<file path="src/rtl/cam_capture_fb_if.sv">
// Framebuffer write port driven by cam_capture_fb.
// px_wr is a valid-only strobe: address and data are meaningful only while px_wr=1,
// and the framebuffer accepts every write (there is no ready).
interface cam_capture_fb_if #(
   parameter int AW = 15,
   parameter int DW = 8
);
   logic [AW-1:0] mem_px_addr;
   logic [DW-1:0] mem_px_data;
   logic          px_wr;

   modport master (output mem_px_addr, output mem_px_data, output px_wr);
   modport slave  (input  mem_px_addr, input  mem_px_data, input  px_wr);
endinterface

</file>
<file path="src/rtl/cam_capture_fb.sv">
// OV7670 frame capture into a framebuffer write port, single pclk domain.
// Define CAM_CAPTURE_ERR_EN to build the err_line/err_frame detectors; otherwise both read 0.
module cam_capture_fb #(
   parameter int AW      = 15,
   parameter int DW      = 8,
   parameter int H_PIX   = 160,
   parameter int V_LINES = 120,
   parameter int XW      = 8,
   parameter int YW      = 8
) (
   input  logic             pclk,
   input  logic             rst,
   input  logic             vsync,
   input  logic             href,
   input  logic [7:0]       px_data,
   input  logic             cap_mode,
   input  logic             cap_req,
   cam_capture_fb_if.master mem,
   output logic             busy,
   output logic             frame_done,
   output logic [YW-1:0]    row,
   output logic [XW-1:0]    col,
   output logic [15:0]      frame_cnt,
   output logic             err_line,
   output logic             err_frame,
   output logic [2:0]       fsm_state_o
);
   typedef enum logic [2:0] {
      IDLE    = 3'd0,
      WAIT_VS = 3'd1,
      LINE    = 3'd2,
      HI      = 3'd3,
      LO      = 3'd4
   } state_t;

   localparam logic [XW-1:0] H_MAX  = XW'(H_PIX);
   localparam logic [YW-1:0] V_MAX  = YW'(V_LINES);
   localparam logic [AW-1:0] H_STEP = AW'(H_PIX);

   state_t        state_q, state_d;
   logic          vsync_q, href_q;
   logic [YW-1:0] row_q, row_d;
   logic [XW-1:0] col_q, col_d;
   logic [AW-1:0] base_q, base_d;
   logic [AW-1:0] addr_q, addr_d;
   logic [7:0]    hi_q, hi_d;
   logic [DW-1:0] data_q, data_d;
   logic          wr_q, wr_d;
   logic          busy_q, busy_d;
   logic          done_q, done_d;
   logic [15:0]   cnt_q, cnt_d;
   logic          vs_fall, vs_rise, href_fall, in_frame;

   function automatic logic [DW-1:0] conv(input logic [15:0] p);
      logic [15:0] r;
      r = p;
      if (DW == 8)       r = {8'h00, p[15:13], p[10:8], p[4:3]};
      else if (DW == 12) r = {4'h0, p[15:12], p[10:7], p[4:1]};
      return r[DW-1:0];
   endfunction

   assign vs_fall   = vsync_q & ~vsync;
   assign vs_rise   = ~vsync_q & vsync;
   assign href_fall = href_q & ~href;
   assign in_frame  = (state_q == LINE) || (state_q == HI) || (state_q == LO);

   always_comb begin
      state_d = state_q;
      row_d   = row_q;
      col_d   = col_q;
      base_d  = base_q;
      hi_d    = hi_q;
      addr_d  = addr_q;
      data_d  = data_q;
      wr_d    = 1'b0;
      busy_d  = busy_q;
      done_d  = 1'b0;
      cnt_d   = cnt_q;
      unique case (state_q)
         IDLE: begin
            if (!cap_mode || cap_req) state_d = WAIT_VS;
         end
         WAIT_VS: begin
            if (vs_fall) begin
               row_d   = '0;
               col_d   = '0;
               base_d  = '0;
               busy_d  = 1'b1;
               state_d = LINE;
            end
         end
         LINE: begin
            if (href) begin
               hi_d    = px_data;
               state_d = LO;
            end
         end
         LO: begin
            if (href) begin
               if (col_q < H_MAX && row_q < V_MAX) begin
                  wr_d   = 1'b1;
                  addr_d = base_q + AW'(col_q);
                  data_d = conv({hi_q, px_data});
               end
               if (col_q != H_MAX) col_d = col_q + 1'b1;
               state_d = HI;
            end else begin
               state_d = LINE;
            end
         end
         HI: begin
            if (href) begin
               hi_d    = px_data;
               state_d = LO;
            end else begin
               state_d = LINE;
            end
         end
         default: state_d = IDLE;
      endcase
      // Line end is accounted before frame end so the frame check sees the final row.
      if (in_frame && href_fall) begin
         col_d = '0;
         if (row_q != V_MAX) begin
            row_d  = row_q + 1'b1;
            base_d = base_q + H_STEP;
         end
      end
      if (in_frame && vs_rise) begin
         done_d  = 1'b1;
         cnt_d   = cnt_q + 16'd1;
         busy_d  = 1'b0;
         state_d = cap_mode ? IDLE : WAIT_VS;
      end
   end

   always_ff @(posedge pclk) begin
      if (rst) begin
         state_q <= IDLE;
         vsync_q <= 1'b1;
         href_q  <= 1'b0;
         row_q   <= '0;
         col_q   <= '0;
         base_q  <= '0;
         hi_q    <= '0;
         addr_q  <= '0;
         data_q  <= '0;
         wr_q    <= 1'b0;
         busy_q  <= 1'b0;
         done_q  <= 1'b0;
         cnt_q   <= '0;
      end else begin
         state_q <= state_d;
         vsync_q <= vsync;
         href_q  <= href;
         row_q   <= row_d;
         col_q   <= col_d;
         base_q  <= base_d;
         hi_q    <= hi_d;
         addr_q  <= addr_d;
         data_q  <= data_d;
         wr_q    <= wr_d;
         busy_q  <= busy_d;
         done_q  <= done_d;
         cnt_q   <= cnt_d;
      end
   end

`ifdef CAM_CAPTURE_ERR_EN
   // col saturates at H_PIX, so ovf_q remembers that a pixel arrived past the last column.
   logic err_line_q, err_frame_q, ovf_q;

   always_ff @(posedge pclk) begin
      if (rst || (state_q == WAIT_VS && vs_fall)) begin
         err_line_q  <= 1'b0;
         err_frame_q <= 1'b0;
         ovf_q       <= 1'b0;
      end else begin
         if (state_q == LO && href && col_q == H_MAX) ovf_q <= 1'b1;
         if (in_frame && href_fall) begin
            ovf_q <= 1'b0;
            if (col_q != H_MAX || ovf_q || state_q == LO) err_line_q <= 1'b1;
         end
         if (in_frame && vs_rise && row_d != V_MAX) err_frame_q <= 1'b1;
      end
   end

   assign err_line  = err_line_q;
   assign err_frame = err_frame_q;
`else
   assign err_line  = 1'b0;
   assign err_frame = 1'b0;
`endif

   assign mem.mem_px_addr = addr_q;
   assign mem.mem_px_data = data_q;
   assign mem.px_wr       = wr_q;
   assign busy            = busy_q;
   assign frame_done      = done_q;
   assign row             = row_q;
   assign col             = col_q;
   assign frame_cnt       = cnt_q;
   assign fsm_state_o     = state_q;
endmodule

</file>
<file path="src/flat_wrapper.sv">
// flat-port wrapper written by rule: the top's interface ports become plain ports
module cam_capture_fb_flat 
#(
   parameter int AW      = 15,
   parameter int DW      = 8,
   parameter int H_PIX   = 160,
   parameter int V_LINES = 120,
   parameter int XW      = 8,
   parameter int YW      = 8
)
  (pclk, rst, vsync, href, px_data, cap_mode, cap_req, busy, frame_done, row, col, frame_cnt, err_line, err_frame, fsm_state_o, mem_mem_px_addr, mem_mem_px_data, mem_px_wr);
  cam_capture_fb_if #(.AW(AW), .DW(DW)) mem_i ();
  input  logic pclk;
  input  logic rst;
  input  logic vsync;
  input  logic href;
  input  logic [7:0] px_data;
  input  logic cap_mode;
  input  logic cap_req;
  output logic busy;
  output logic frame_done;
  output logic [YW-1:0] row;
  output logic [XW-1:0] col;
  output logic [15:0] frame_cnt;
  output logic err_line;
  output logic err_frame;
  output logic [2:0] fsm_state_o;
  output wire logic [$bits(mem_i.mem_px_addr)-1:0] mem_mem_px_addr;
  output wire logic [$bits(mem_i.mem_px_data)-1:0] mem_mem_px_data;
  output wire logic [$bits(mem_i.px_wr)-1:0] mem_px_wr;
  assign mem_mem_px_addr = mem_i.mem_px_addr;
  assign mem_mem_px_data = mem_i.mem_px_data;
  assign mem_px_wr = mem_i.px_wr;
  cam_capture_fb #(.AW(AW), .DW(DW), .H_PIX(H_PIX), .V_LINES(V_LINES), .XW(XW), .YW(YW)) u_core (.pclk(pclk), .rst(rst), .vsync(vsync), .href(href), .px_data(px_data), .cap_mode(cap_mode), .cap_req(cap_req), .mem(mem_i), .busy(busy), .frame_done(frame_done), .row(row), .col(col), .frame_cnt(frame_cnt), .err_line(err_line), .err_frame(err_frame), .fsm_state_o(fsm_state_o));
endmodule
</file>
<file path="config.mk">
export PLATFORM = sky130hd
export DESIGN_NAME = cam_capture_fb_flat
export DESIGN_NICKNAME = d
export VERILOG_FILES = /design/src/rtl/cam_capture_fb_if.sv /design/src/rtl/cam_capture_fb.sv /design/src/flat_wrapper.sv
export SDC_FILE = /design/constraint.sdc
export NUM_CORES = 1
export LEC_CHECK = 0
export CORE_MARGIN = 2
export CORE_UTILIZATION = 58
export CTS_BUF_LIST = sky130_fd_sc_hd__clkbuf_8
export DETAILED_ROUTE_END_ITERATION = 12
export PLACE_DENSITY = 0.92
export SYNTH_ARGS = -nofsm -noshare
export SYNTH_HDL_FRONTEND = slang
export SYNTH_SLANG_ARGS = --single-unit
</file>
<file path="constraint.sdc">
create_clock -name pclk -period 4.3 [get_ports pclk]
set_input_delay 0.86 -clock pclk [delete_from_list [all_inputs] [get_ports pclk]]
set_output_delay 0.86 -clock pclk [all_outputs]
set_load 0.02 [all_outputs]
</file>
==> flow_summary.toml <==
[outcome]
status = "complete, no violations"

[placed_design]
gp_routability_congestion = 0.866
portBuffers = 74
dpl_cell_area_mm2 = 0.00471
dpl_worst_slack_ns = 1.16
dp_hpwl_um = 6360

[cts]
hold_buffers = 0
cts_setup_buffers = 0
cts_resized = 0
clk_pin_slew_ns = 0.09
cts_made_buffers = 9
clk_latency_ns = 0.37
clock_sinks = 84
cts.root.buffer_cell = "clkbuf_8"
cts_tree = "done"
h-tree-depth = 3
cts_buffer_depth = 2

[grt]
grt_first_pass_wirelength_um = 15000
grt-ovfl-total = 0
grt_usage_pct = 25.1
antenna_found_initial = 0
grt_start_max_net_pins = 54
grt_pass1_vias = 3350

[cells_and_area]
drive_gt1_share_pct = 4.84
fill_cells = 487
mostFrequentLayoutCells = "dfxtp_1 (84), clkdlybuf4s50_1 (73), nor2_1 (49)"
final_common_cell = "dfxtp_1"
final_cell_area_mm2 = 0.00493
fin_nets = 561
seqCellArea_mm2 = 0.00168
syn2layout_area_growth_pct = 23.9
multi_input_area_mm2 = 0.00211
diodes = 0
fin_util_pct = 73.4

[detailed_routing]
wl_per_cell_um = 14.9
ant_nets = 0
drt_iter0_drc = 161
viasPerCell = 5.81
firstDrtPassIters = 5
dr_total_vias = 3586
wirelength_um = 9210
drc = 0

[sta]
hold-worst-slack_ns = 0.459
slew_headroom_pct = 40.0
drv_slew = 0
tns_ns = 0
setup_viol = 0
skew_ns = 0.0105
max_slew.worst_pin.slew_ns = 0.900
hold_viol_final = 0
final.min_clock_period_ns = 2.77
finalCritPeriodShare_pct = 64.4
rsz0062_at_grt = "no"
setup_ws_ns = 1.53
clock.fmax_mhz = 361

[floorplanning]
core-area_mm2 = 0.00672
rows = 30
die_h_um = 86.8
io_pins = 77
die_w_um = 86.8
design.die.area_mm2 = 0.00754
initial_core_util_pct = 59.2

[worst_setup_path]
cp-start-kind = "primary input"
critPathMaxFanout = 27
crit_arrival_ns = 3.09
required_ns = 4.62
endpoint_kind = "flip-flop"
crit_type = "in2reg"

[logic_synthesis]
synth_compound_area_share_pct = 14.5
synth_top_family_by_area = "simple AND/OR/NAND/NOR gates"
synth_cell_types = 53
synth_fa_ha_area_share_pct = 4.91
syn_avg_cell_area_um2 = 8.48
async_reset_ff_share_pct = 0
synth_edf_count = 0
synth.area.mux_share_pct = 1.04
synthFlopType = "dfxtp_1"
ys_seq_area_share_pct = 42.3
synth_cells = 469
synth-seq-cells = 84
synth-xor-area-share_pct = 7.71
synth-simple-area-share_pct = 24.8
synth_warnings = 0
synthesis.area_mm2 = 0.00398

[power_and_ir_drop]
p_leak_nw = 1.79
p_per_area_mw_per_mm2 = 313
peakVddDrop_uv = 205

[job]
cap_viol_max_count = 0

[min_path]
hp-class = "reg2reg"
[cell families (layout without fill, tap and decap cells)]
group / count (synthesis) / count (layout)
simple gates: 191 / 191
compound gates: 98 / 98
flops: 84 / 84
buf+inv: 41 / 108
xor+xnor: 35 / 35
fa+ha+maj: 15 / 15
mux: 4 / 4
other cells: 1 / 2
[state kept, by name, summed over array words and instances, names as in the netlist]
register	flops
u_core.col	8
u_core.frame_done	1
u_core.frame_cnt	16
u_core.mem.mem_px_addr	15
u_core.hi_q	6
u_core.mem.px_wr	1
u_core.base_q	15
u_core.href_q	1
u_core.row	8
u_core.mem.mem_px_data	8
u_core.vsync_q	1
u_core.fsm_state_o	3
u_core.busy	1
[cell usage after synthesis, types with 7 or more instances]
library cell	n	area (um^2)
and3_1	8	50.1
nand4_1	7	43.8
xor2_1	9	78.8
o21ai_0	26	130
dfxtp_1	84	1680
a21oi_1	42	210
or3_1	8	50.1
nor2_1	49	184
nand2_1	46	173
and2_1	7	43.8
xnor2_1	26	228
ha_1	14	175
a21o_1	7	52.6
inv_1	16	60.1
clkbuf_1	15	56.3
nand3_1	16	80.1
nor3_1	15	75.1
[stage by stage]
stage	total power [W]	cells
after global routing	0.00159	617
after CTS	0.00155	617
after global placement	0.000912	601
after detailed placement	0.000915	601
after floorplan	0.000885	470
final	0.00154	617
[critical path, cell delays in order]
cell and delay (ns):
clkdlybuf4s50_1 0.74, nor2b_1 0.21, and4_1 0.81, and4_1 0.33, a31oi_1 0.05, nand2_1 0.08
[worst paths after layout]
kind,from,end,slack (ns),cells after the start
setup reg to reg,u_core.fsm_state_o[1]$_SDFFE_PP0P_,u_core.base_q[11]$_SDFF_PP0_,1.86,5
hold / removal,u_core.hi_q[6]$_SDFFE_PP0P_,u_core.mem.mem_px_data[6]$_SDFFE_PP0P_,0.46,2
setup / recovery,href,u_core.mem.mem_px_addr[7]$_SDFFE_PP0P_,1.53,6
hold reg to reg,u_core.hi_q[6]$_SDFFE_PP0P_,u_core.mem.mem_px_data[6]$_SDFFE_PP0P_,0.46,2
[per-layer routing]
metal | wire length (um) | track usage, % | vias up
met1 | 4030 | 30.3 | 1704
met3 | 537 | 8.00 | 18
li1 | - | - | 1754
met4 | 164 | 9.23 | 0
met5 | 0 | 0 | -
met2 | 4480 | 41.7 | 110
[power by group]
part	internal [W]	switching, W	total, W
Clock	0.000331	0.000311	0.000642
Sequential	0.000786	0.0000138	0.000800
Combinational	0.0000387	0.0000597	0.0000985
Total	0.00116	0.000384	0.00154
[area by class of cell]
cell class	count	share of cell area, %
multi-input combinational	345	42.9
sequential	84	34.1
timing repair buffer	76	15.2
clock buffer	9	2.51
tap	80	2.03
clock inverter	7	2.01
inverter	16	1.22
No activity file was read; power rests on OpenSTA's default activity.
==> RTL change 1 (same flow settings) <==
`XW` is set to 8 in 2 places; all go to 16.
--- a/src/rtl/cam_capture_fb.sv
+++ b/src/rtl/cam_capture_fb.sv
@@ -6,5 +6,5 @@
    parameter int H_PIX   = 160,
    parameter int V_LINES = 120,
-   parameter int XW      = 8,
+   parameter int XW      = 16,
    parameter int YW      = 8
 ) (
--- a/src/flat_wrapper.sv
+++ b/src/flat_wrapper.sv
@@ -6,5 +6,5 @@
    parameter int H_PIX   = 160,
    parameter int V_LINES = 120,
-   parameter int XW      = 8,
+   parameter int XW      = 16,
    parameter int YW      = 8
 )
Ports: changed (resized col); port bits go from 77 to 85. No check against the original RTL was run, so the function may have changed too.
==> RTL change 1 against the unedited design <==
  * Clock power shrank 20%
  * Critical path depth is the same
  * Total power grew 3.8%
  * Setup slack lost 100 ps
  * Register-to-register slack lost 120 ps
  * Area after synthesis grew 18%
  * Sequential cell count grew 8
  * Cell area grew 16%
  * Wire length grew 33%
  * Global-route usage grew 3.5 points
  * Largest power group unchanged
==> RTL change 1: results (changes against the unedited design) <==
[power_and_ir_drop]
netSwitchingPower_mw = 0.452  ; +18%
peakVddDrop_mv = 0.168  ; -18%
p_leak_nw = 1.99  ; +11%

[logic_synthesis]
synth_top_cell_area_share = 0.391  ; -0.0317
synth_commonest_cells = dfxtp_1 (92), nand2_1 (67), nor2_1 (57), a21oi_1 (50), nand3_1 (34)
synth_xor_xnor_area_share = 0.0725  ; -0.00454
synthMuxAreaShare = 0.00452  ; -0.00586
yosysUniqueCellTypes = 60  ; +13%
ys.warnings.count = 0  ; unchanged
yosysSeqAreaShare = 0.391  ; -0.0317
synth-compound-area-share = 0.159  ; +0.0139
yosys-top-cells-area = dfxtp_1 (39%), nand2_1 (5.3%), a21oi_1 (5.3%), ha_1 (5.3%), xor2_1 (4.8%)
synth-adder-area-share = 0.0574  ; +0.00831
async_flop_share = 0  ; unchanged

[clock_network]
cts_buffers = 9  ; unchanged
cts_resized = 0  ; unchanged
clock_path_buffers = 2  ; unchanged
cts_root_buffer = clkbuf_8
cts_setup_buffers = 0  ; unchanged
clk_latency_ps = 360
clkTransAtPathRegs_ps = 90  ; about the same

[run]
cap_violations = 0  ; unchanged

[worst_setup_path]
crit_fanout = 16  ; -41%
rr_startpoint = u_core.col[0]$_SDFFE_PP0P_
worstSetupStartpoint = href
cp.arrival_ps = 3120  ; +30 ps

[timing]
clock-skew-final_ps = 8.19  ; -2.27 ps
setup_viol = 0  ; unchanged
worstMarginPinSlew_ps = 1040  ; +137 ps

[placement]
place.gp.congestion = 0.979  ; +13%
dp_slack_ps = 1130  ; -25.9 ps
numPortBuffers = 82  ; +11%
place_hpwl_um = 8900  ; +40%

[finish]
fin_nets = 664  ; +18%
num_antenna_cells = 0  ; unchanged
layout-drive-gt1-share = 0.0506  ; +0.00214

[grt]
antenna_found_initial = 0  ; unchanged
grt_max_degree = 58  ; +7.4%
track_usage = 0.285  ; +0.0347
grt_pass1_wl_um = 20000  ; +33%
grt_pass1_vias = 4195  ; +25%

[min_path]
hp-class = reg -> reg
holdCritStartpoint = u_core.mem.mem_px_addr[3]$_SDFFE_PP0P_

[routing]
drtAntennaViolNets = 0  ; unchanged
first_pass_iters = 5  ; unchanged
wl_met3_um = 794  ; +48%
drt_wl_total_um = 12200  ; +33%
wl_met1_um = 5220  ; +29%
met2_length_um = 5900  ; +32%
vias = 4468  ; +25%
drt-initial-drc-count = 310  ; +93%

[run_status]
status = completed

==> RTL change 1: metrics by stage <==
stage / hold WS, ps / utilization / cell area [sq um] / std cells
floorplan: 437 / - / 4710 / 560
global placement: 438 / 0.710 / 5550 / 720
detailed placement: 450 / 0.710 / 5550 / 720
CTS: 465 / 0.732 / 5710 / 735
global route: 484 / 0.732 / 5710 / 735
finish: 460 / 0.732 / 5710 / 735
==> RTL change 1: power by group through the flow <==
stage                     combinational, mW  sequential, mW  clock [mW]
after floorplan                       0.137           0.914           0
after global placement                0.177           0.919           0
after detailed placement              0.183           0.921           0
after CTS                             0.184           0.901       0.521
after global routing                  0.200           0.906       0.554
final                                 0.185           0.901       0.513
==> RTL change 1: logic make-up after synthesis <==
kind of cell,after synthesis
AND/OR/NAND/NOR,252
AO/OA/AOI/OAI,113
flip-flops,92
XOR/XNOR,39
buffers and inverters,39
adder cells (fa/ha/maj),21
multiplexers,2
other,1
==> RTL change 1: critical path, cell delays in order <==
cell and delay (ps):
clkdlybuf4s50_1 770, nand3b_1 290, nor2_1 560, buf_4 330
mux2i_1 200, o211ai_1 90
==> RTL change 1: area by class of cell <==
type / count / area (sq um)
clock buffers: 9 / 124
multi-input cells: 429 / 2700
inverters: 13 / 48.8
clock inverters: 6 / 41.3
repair buffers: 84 / 831
fillers: 606 / 2100
flip-flops and latches: 92 / 1840
well taps: 102 / 128
==> RTL change 1: final timing paths <==
| check | cells past startpoint | slack [ps] | to |
|---|---|---|---|
| worst max-delay path | 6 | 1430 | u_core.mem.mem_px_addr[12]$_SDFFE_PP0P_ |
| worst max register to register | 8 | 1740 | u_core.mem.mem_px_addr[14]$_SDFFE_PP0P_ |
| worst min-delay path | 2 | 460 | u_core.mem.mem_px_addr[3]$_SDFFE_PP0P_ |
| worst min register to register | 2 | 460 | u_core.mem.mem_px_addr[3]$_SDFFE_PP0P_ |
==> RTL change 1: per-layer routing <==
layer,vias up,global-route usage
li1,2132,-
met1,2118,0.359
met2,188,0.485
met3,30,0.0449
met4,0,0.120
met5,-,0
==> RTL change 2 (config.mk and constraints unchanged) <==
Made on the original files. `hi_q`, `addr_q` and `data_q` no longer have a reset.
--- a/src/rtl/cam_capture_fb.sv
+++ b/src/rtl/cam_capture_fb.sv
@@ -143,7 +143,4 @@
          col_q   <= '0;
          base_q  <= '0;
-         hi_q    <= '0;
-         addr_q  <= '0;
-         data_q  <= '0;
          wr_q    <= 1'b0;
          busy_q  <= 1'b0;
@@ -157,7 +154,4 @@
          col_q   <= col_d;
          base_q  <= base_d;
-         hi_q    <= hi_d;
-         addr_q  <= addr_d;
-         data_q  <= data_d;
          wr_q    <= wr_d;
          busy_q  <= busy_d;
@@ -165,4 +159,10 @@
          cnt_q   <= cnt_d;
       end
+   end
+
+   always_ff @(posedge pclk) begin
+      hi_q   <= hi_d;
+      addr_q <= addr_d;
+      data_q <= data_d;
    end
 
Check against the original RTL: differs if rst is asserted again (counterexample within 10 cycles, from zero or initial values and one cycle with rst high); with rst held inactive, the same outputs for 10 cycles.
==> RTL change 2 against the unedited design <==
  * Sequential share of layout area up 6.6 points
  * Non-clock buffer count unchanged
  * Wire length down 7.9%
  * Sequential cell count unchanged
  * Total power down 6.3%
  * Area after synthesis down 3.0%
  * Cell area down 1.7%
  * Setup slack better by 250 ps
  * Largest power group unchanged
  * Highest routed layer unchanged
==> RTL change 2: results (changes against the unedited design) <==
[run_status]
status = completed

[logic_synthesis]
synth_xor_xnor_area_share = 0.0908  ; +0.0137
synth-compound-area-share = 0.0930  ; -0.0520
yosysSeqAreaShare = 0.511  ; +0.0881
yosys-top-cells-area = dfxtp_1 (29%), edfxtp_1 (23%), xnor2_1 (5.4%), ha_1 (4.5%), nor2_1 (4.1%)
syn_inst = 374  ; -20%
yosysUniqueCellTypes = 54  ; +1.9%
synth-adder-area-share = 0.0506  ; +0.00150
synthMuxAreaShare = 0.00810  ; -0.00228

[timing]
relSlewSlack = 0.571  ; +0.170
clock-skew-final_ps = 11.6  ; +1.11 ps
period_needed_ps = 2520  ; -250 ps

[worst_setup_path]
crit_family = buffers and inverters
worstSetupStartpoint = u_core.fsm_state_o[1]$_SDFFE_PP0P_
critPathCapture = fsm_state_o[1]
cp.arrival_ps = 1660  ; -1430 ps
reg2reg_slack_ps = 1980  ; +120 ps
cpPeakStageDelay_ps = 700  ; -110 ps
crit_path_top_delay_cell = clkdlybuf4s50_1
rr_startpoint = u_core.col[0]$_SDFFE_PP0P_
crit_fanout = 12  ; -56%

[grt]
grt_max_degree = 27  ; -50%
track_usage = 0.234  ; -0.0170
grt_pass1_vias = 2933  ; -12%

[placement]
place.gp.congestion = 0.896  ; +3.5%
dp_slack_ps = 1530  ; +370 ps
post_dp_cell_area_sq_um = 4660  ; -0.90%

[finish]
fin_cells = 533  ; -14%
layout-drive-gt1-share = 0.0592  ; +0.0108
fillers = 419  ; -14%

[routing]
drt-initial-drc-count = 178  ; +11%
wl_per_cell_um = 15.9  ; +6.6%
vias = 3080  ; -14%

[power_and_ir_drop]
peakVddDrop_mv = 0.215  ; +4.9%
p_total_mw = 1.44  ; -6.3%

==> RTL change 2: area by class of cell <==
cell class	instances	area [sq um]	share of cell area
clock inverters	7	58.8	0.0121
flip-flops and latches	84	1970	0.407
repair buffers	76	756	0.156
clock buffers	9	124	0.0256
well taps	77	96.3	0.0199
multi-input cells	267	1790	0.370
inverters	13	48.8	0.0101
==> RTL change 2: routing by layer <==
layer,global-route usage,wire (um),vias to the layer above,share of wire
met1,0.273,3540,1469,0.42
met4,0.0866,150,0,0.018
met3,0.0529,390,16,0.046
met5,0,0,-,0
met2,0.418,4400,114,0.52
li1,-,-,1481,-
==> RTL change 2: cells by family after synthesis <==
kind of cell | Yosys count
compound gates | 56
xor+xnor | 40
fa+ha+maj | 15
buf+inv | 24
flops | 84
mux | 3
other cells | 1
simple gates | 151
==> RTL change 2: worst min path at each step <==
stage	startpoint	endpoint	slack, ps	depth (start not counted)
2_1_floorplan	u_core.hi_q[0]$_DFFE_PP_	u_core.mem.mem_px_data[2]$_DFFE_PP_	400	0
4_1_cts	u_core.hi_q[1]$_DFFE_PP_	u_core.mem.mem_px_data[3]$_DFFE_PP_	430	0
6_report	u_core.hi_q[0]$_DFFE_PP_	u_core.mem.mem_px_data[2]$_DFFE_PP_	420	0
3_3_place_gp	u_core.hi_q[2]$_DFFE_PP_	u_core.mem.mem_px_data[4]$_DFFE_PP_	400	0
5_1_grt	u_core.hi_q[1]$_DFFE_PP_	u_core.mem.mem_px_data[3]$_DFFE_PP_	440	0
3_5_place_dp	u_core.hi_q[0]$_DFFE_PP_	u_core.mem.mem_px_data[2]$_DFFE_PP_	410	0
